File: config.mk
export PLATFORM = sky130hd
export DESIGN_NAME = tmds_serializer
export DESIGN_NICKNAME = d
export VERILOG_FILES = /design/src/rtl/tmds_serializer.sv
export SDC_FILE = /design/constraint.sdc
export NUM_CORES = 1
export LEC_CHECK = 0
export ABC_AREA = 1
export BUFFER_PORTS_ARGS = -buffer_cell sky130_fd_sc_hd__buf_2
export CAP_MARGIN = 20
export CORE_ASPECT_RATIO = 1.75
export CORE_MARGIN = 1
export CORE_UTILIZATION = 45
export CTS_BUF_LIST = sky130_fd_sc_hd__clkbuf_8
export DETAILED_ROUTE_END_ITERATION = 6
export PLACE_DENSITY = 0.67
export SYNTH_ARGS = -nofsm -noshare
export SYNTH_HDL_FRONTEND = slang
export SYNTH_SLANG_ARGS = --single-unit
export TNS_END_PERCENT = 5
File: constraint.sdc
create_clock -name bit_clk -period 1.56 [get_ports bit_clk]
set_input_delay 0.234 -clock bit_clk [delete_from_list [all_inputs] [get_ports bit_clk]]
set_output_delay 0.234 -clock bit_clk [all_outputs]
set_load 0.03 [all_outputs]
File: src/rtl/tmds_serializer.sv
// TMDS transmit serializer: takes pre-encoded 10-bit words for three data lanes,
// shifts them out LSB first at bit rate, and drives the 5-high/5-low TMDS clock lane.
module tmds_serializer #(
    parameter logic [9:0] IDLE_D0     = 10'b1010101011,
    parameter logic [9:0] IDLE_D12    = 10'b1101010100,
    parameter logic [9:0] CLK_PATTERN = 10'b0000011111,
    parameter int         UNDERRUN_W  = 16
) (
    input  logic                  bit_clk,
    input  logic                  reset_n,
    input  logic                  enable,
    input  logic [9:0]            d0,
    input  logic [9:0]            d1,
    input  logic [9:0]            d2,
    input  logic                  in_valid,
    output logic                  in_ready,
    output logic                  out_d0,
    output logic                  out_d1,
    output logic                  out_d2,
    output logic                  out_clk,
    output logic                  word_start,
    output logic                  running,
    output logic [UNDERRUN_W-1:0] underrun_count
);

    localparam logic [0:0] S_IDLE = 1'b0;
    localparam logic [0:0] S_RUN  = 1'b1;

    localparam logic [UNDERRUN_W-1:0] UNDERRUN_ONE = {{(UNDERRUN_W-1){1'b0}}, 1'b1};

    logic [0:0]            state_q, state_d;
    logic [3:0]            phase_q, phase_d;
    logic [9:0]            sh0_q, sh0_d;
    logic [9:0]            sh1_q, sh1_d;
    logic [9:0]            sh2_q, sh2_d;
    logic [9:0]            shc_q, shc_d;
    logic [UNDERRUN_W-1:0] underrun_q, underrun_d;
    logic                  last_phase;

    // Handshake: a word is taken at the rising edge where in_ready && in_valid; in_ready
    // is only ever high in the final bit slot of a RUN word period with enable high.
    assign last_phase = (phase_q == 4'd9);
    assign running    = (state_q == S_RUN);
    assign in_ready   = running && last_phase && enable;
    assign word_start = running && (phase_q == 4'd0);

    assign out_d0         = sh0_q[0];
    assign out_d1         = sh1_q[0];
    assign out_d2         = sh2_q[0];
    assign out_clk        = shc_q[0];
    assign underrun_count = underrun_q;

    always_comb begin
        state_d    = state_q;
        phase_d    = phase_q;
        sh0_d      = sh0_q;
        sh1_d      = sh1_q;
        sh2_d      = sh2_q;
        shc_d      = shc_q;
        underrun_d = underrun_q;
        case (state_q)
            S_IDLE: begin
                // Enter on the last slot so the first load happens one edge later.
                if (enable) begin
                    state_d = S_RUN;
                    phase_d = 4'd9;
                end
            end
            S_RUN: begin
                if (last_phase) begin
                    if (enable) begin
                        phase_d = 4'd0;
                        shc_d   = CLK_PATTERN;
                        if (in_valid) begin
                            sh0_d = d0;
                            sh1_d = d1;
                            sh2_d = d2;
                        end else begin
                            sh0_d = IDLE_D0;
                            sh1_d = IDLE_D12;
                            sh2_d = IDLE_D12;
                            if (underrun_q != {UNDERRUN_W{1'b1}}) begin
                                underrun_d = underrun_q + UNDERRUN_ONE;
                            end
                        end
                    end else begin
                        state_d = S_IDLE;
                        phase_d = 4'd0;
                        sh0_d   = '0;
                        sh1_d   = '0;
                        sh2_d   = '0;
                        shc_d   = '0;
                    end
                end else begin
                    phase_d = phase_q + 4'd1;
                    sh0_d   = {1'b0, sh0_q[9:1]};
                    sh1_d   = {1'b0, sh1_q[9:1]};
                    sh2_d   = {1'b0, sh2_q[9:1]};
                    shc_d   = {1'b0, shc_q[9:1]};
                end
            end
            default: begin
                state_d = S_IDLE;
                phase_d = 4'd0;
            end
        endcase
    end

    always_ff @(posedge bit_clk or negedge reset_n) begin
        if (!reset_n) begin
            state_q    <= S_IDLE;
            phase_q    <= 4'd0;
            sh0_q      <= '0;
            sh1_q      <= '0;
            sh2_q      <= '0;
            shc_q      <= '0;
            underrun_q <= '0;
        end else begin
            state_q    <= state_d;
            phase_q    <= phase_d;
            sh0_q      <= sh0_d;
            sh1_q      <= sh1_d;
            sh2_q      <= sh2_d;
            shc_q      <= shc_d;
            underrun_q <= underrun_d;
        end
    end

endmodule

==> results.sh <==
export IMPL_drive_gt1_share_pct=25.0
export IMPL_syn_inst=361
export IMPL_setup_worst_path_start_class="flop"
export IMPL_stdcell_count=512
export IMPL_hold_ws_ns=0.143
export IMPL_cts_root_buf="sky130_fd_sc_hd__clkbuf_8"
export IMPL_synth_avg_cell_area_um2=7.94
export IMPL_fin_nets=466
export IMPL_worstSkewPairLatency_ns=0.31
export IMPL_final_cell_area_mm2=0.00353
export IMPL_via_per_inst=5.07
export IMPL_grt_max_degree=42
export IMPL_ys_seq_area_share_pct=48.9
export IMPL_worst_vdd_rail_ir_drop_uv=832
export IMPL_ys_seq_elements=56
export IMPL_place_ws_ns=0.0780
export IMPL_powerDensity_mw_per_mm2=1300
export IMPL_clk_path_buf_depth=2
export IMPL_setup_viol=2
export IMPL_cts_reportedPaths_clkPinSlew_ns=0.10
export IMPL_layout_cells_most_common="sky130_fd_sc_hd__nand2_1"
export IMPL_outcome="complete, but fails checks"
export IMPL_route_final_wire_length_um=6760
export IMPL_n_fill_cell=624
export IMPL_worstMarginPinSlew_ns=0.495
export IMPL_drt_initial_drc_count=176
export IMPL_path_max_fanout=4
export IMPL_fp_coreArea_mm2=0.00618
export IMPL_core_rowCount=38
export IMPL_design_portCount=57
export IMPL_port_buffer_count=56
export IMPL_dpl_hpwl_um=4930
export IMPL_start_util_pct=46.4
export IMPL_number_of_cells_traversed_by_the_worst_register_to_register_path=9
export IMPL_cp_end_kind="output pin"
export IMPL_grt_overflow_total=0
export IMPL_grt_antenna_before_repair=0
export IMPL_cts_tree="done"
export IMPL_first_global_vias=2602
export IMPL_failed_checks="negative setup slack"
export IMPL_tns_ns=-0.205
export IMPL_worst_slew_margin_rel_pct=66.9
export IMPL_top_library_cells_by_usage_in_the_layout_fill_and_taps_aside="120 x sky130_fd_sc_hd__nand2_1, 74 x sky130_fd_sc_hd__nand3_1, 54 x sky130_fd_sc_hd__buf_2, 54 x sky130_fd_sc_hd__dfrtp_1, 23 x sky130_fd_sc_hd__o21ai_0"
export IMPL_die_area_mm2=0.00671
export IMPL_insertedDiodeCount=0
export IMPL_avgRoutedWirePerCell_um=13.2
export IMPL_drc=0
export IMPL_die_w_um=62.3
export IMPL_ctsHtreeMaxLevel=2
export IMPL_count_of_yosys_warnings_during_synthesis=0
export IMPL_grt_use_total_pct=22.1
export IMPL_final_core_utilization_pct=57.1
export IMPL_worst_setup_path_category="flop to output pin"
export IMPL_cts_buffers=5
export IMPL_post_synth_top_area_cell="sky130_fd_sc_hd__dfrtp_1"
export IMPL_post_dp_cell_area_mm2=0.00336
export IMPL_synth_top_cells_by_area="sky130_fd_sc_hd__dfrtp_1 49%, sky130_fd_sc_hd__nand2_1 16%, sky130_fd_sc_hd__nand3_1 13%"
export IMPL_cp_required_ns=1.33
export IMPL_final_max_slew_violation_count=0
export IMPL_max_cap_viol_count=0
export IMPL_netlist_area_mm2=0.00287
export IMPL_path_class_of_the_lowest_slack_min_delay_path="input pin to flop"
export IMPL_highest_achievable_clock_rate_mhz=597
export IMPL_area_growth_synth_to_final_pct=23.2
export IMPL_critPathArrivalTime_ns=1.44
export IMPL_skew_ns=0.00502
export IMPL_number_of_different_library_cells_in_the_post_synthesis_netlist=29
export IMPL_detailed_route_via_count=2598
export IMPL_power_leakage_nw=1.82
export IMPL_finalPower_mw=4.60
export IMPL_first_pass_grt_wire_length_um=11600
export IMPL_tritoncts_num_sinks=56
export IMPL_synth_fp_nets=396
export IMPL_detail_route_first_pass_iterations=4
export IMPL_synth_largest_type_area_fraction_pct=48.9
export IMPL_post_place_cells=502
export IMPL_min_period_over_period_pct=107
export IMPL_rsz0062_at_grt="yes"
export IMPL_die_y_um=108
export IMPL_finalHoldViolations=0
export IMPL_finalCriticalPeriod_ns=1.67
export IMPL_drt_antenna_violating_nets=0
export IMPL_final_setup_worst_slack_ns=-0.114
export IMPL_worstHoldPathCells=3
export IMPL_routabilityCongestion=0.796
==> sequential cells by signal, indices dropped and copies added (netlist names) <==
signal,cells
phase_q,4
sh2_q,10
underrun_count,16
sh1_q,10
sh0_q,10
shc_q,5
running,1
==> worst max-delay path, cell delays in order, from the launching register on <==
cell	delay [ns]
sky130_fd_sc_hd__dfrtp_1	0.42
sky130_fd_sc_hd__buf_6	0.13
sky130_fd_sc_hd__or2_4	0.25
sky130_fd_sc_hd__nor4_4	0.14
sky130_fd_sc_hd__buf_4	0.20
==> worst paths after layout <==
kind / start / endpoint / slack [ns]
min in group asynchronous: reset_n / sh0_q[3] / 0.37
hold reg to reg: sh1_q[0] / sh1_q[0] / 0.50
setup reg to reg: underrun_count[0] / underrun_count[12] / 0.13
setup / recovery: phase_q[1] / word_start / -0.11
max in group asynchronous: reset_n / running / 0.63
hold / removal: d0[1] / sh0_q[1] / 0.14
==> cells in the mapped netlist, drive strengths merged <==
master,number
nor4,1
ha,1
xnor2,4
buf,11
o22ai,1
nand4,4
dfrtp,56
or2,1
clkbuf,6
a22oi,1
nor3,1
o21ai,24
nand3,75
xor2,3
nand2,123
inv,21
nor2,20
clkinv,1
nand3b,1
o211ai,6
==> cell families after synthesis <==
| kind of cell | Yosys count | share of synthesized area [%] |
|---|---|---|
| AO/OA/AOI/OAI | 32 | 6.63 |
| XOR/XNOR | 7 | 2.14 |
| adder cells (fa/ha/maj) | 1 | 0.436 |
| buffers and inverters | 39 | 6.37 |
| flip-flops | 56 | 48.9 |
| AND/OR/NAND/NOR | 226 | 35.5 |
==> final cells by class <==
| type | instances | area, um^2 | share of cell area (%) |
|---|---|---|---|
| clock buffers | 5 | 68.8 | 1.95 |
| flip-flops and latches | 56 | 1400 | 39.7 |
| multi-input cells | 266 | 1320 | 37.2 |
| well taps | 80 | 100 | 2.83 |
| clock inverters | 3 | 42.5 | 1.20 |
| inverters | 22 | 85.1 | 2.41 |
| repair buffers | 80 | 517 | 14.6 |
==> power by group <==
part,internal (mW),switching [mW]
clock,0.476,0.474
sequential,1.83,0.242
combinational,0.630,0.943
total,2.94,1.66
==> layer usage <==
layer	global-route usage (%)	wire length [um]	part of all wire, %	vias to the layer above
met2	41.8	3690	55	59
met5	0	0	0	-
li1	-	-	-	1316
met3	3.81	257	3.8	5
met1	24.7	2750	41	1218
met4	7.31	72	1.1	0
==> repair_timing <==
item / CTS / global route
setup endpoints to repair: 2 / 21
resized for setup: 7 / 6
endpoints found under the hold margin: 15 / 0
buffers inserted: 0 / 1
hold buffers: 1 / 0
cloned: 0 / 0
Power figures use the tool's default switching activity.
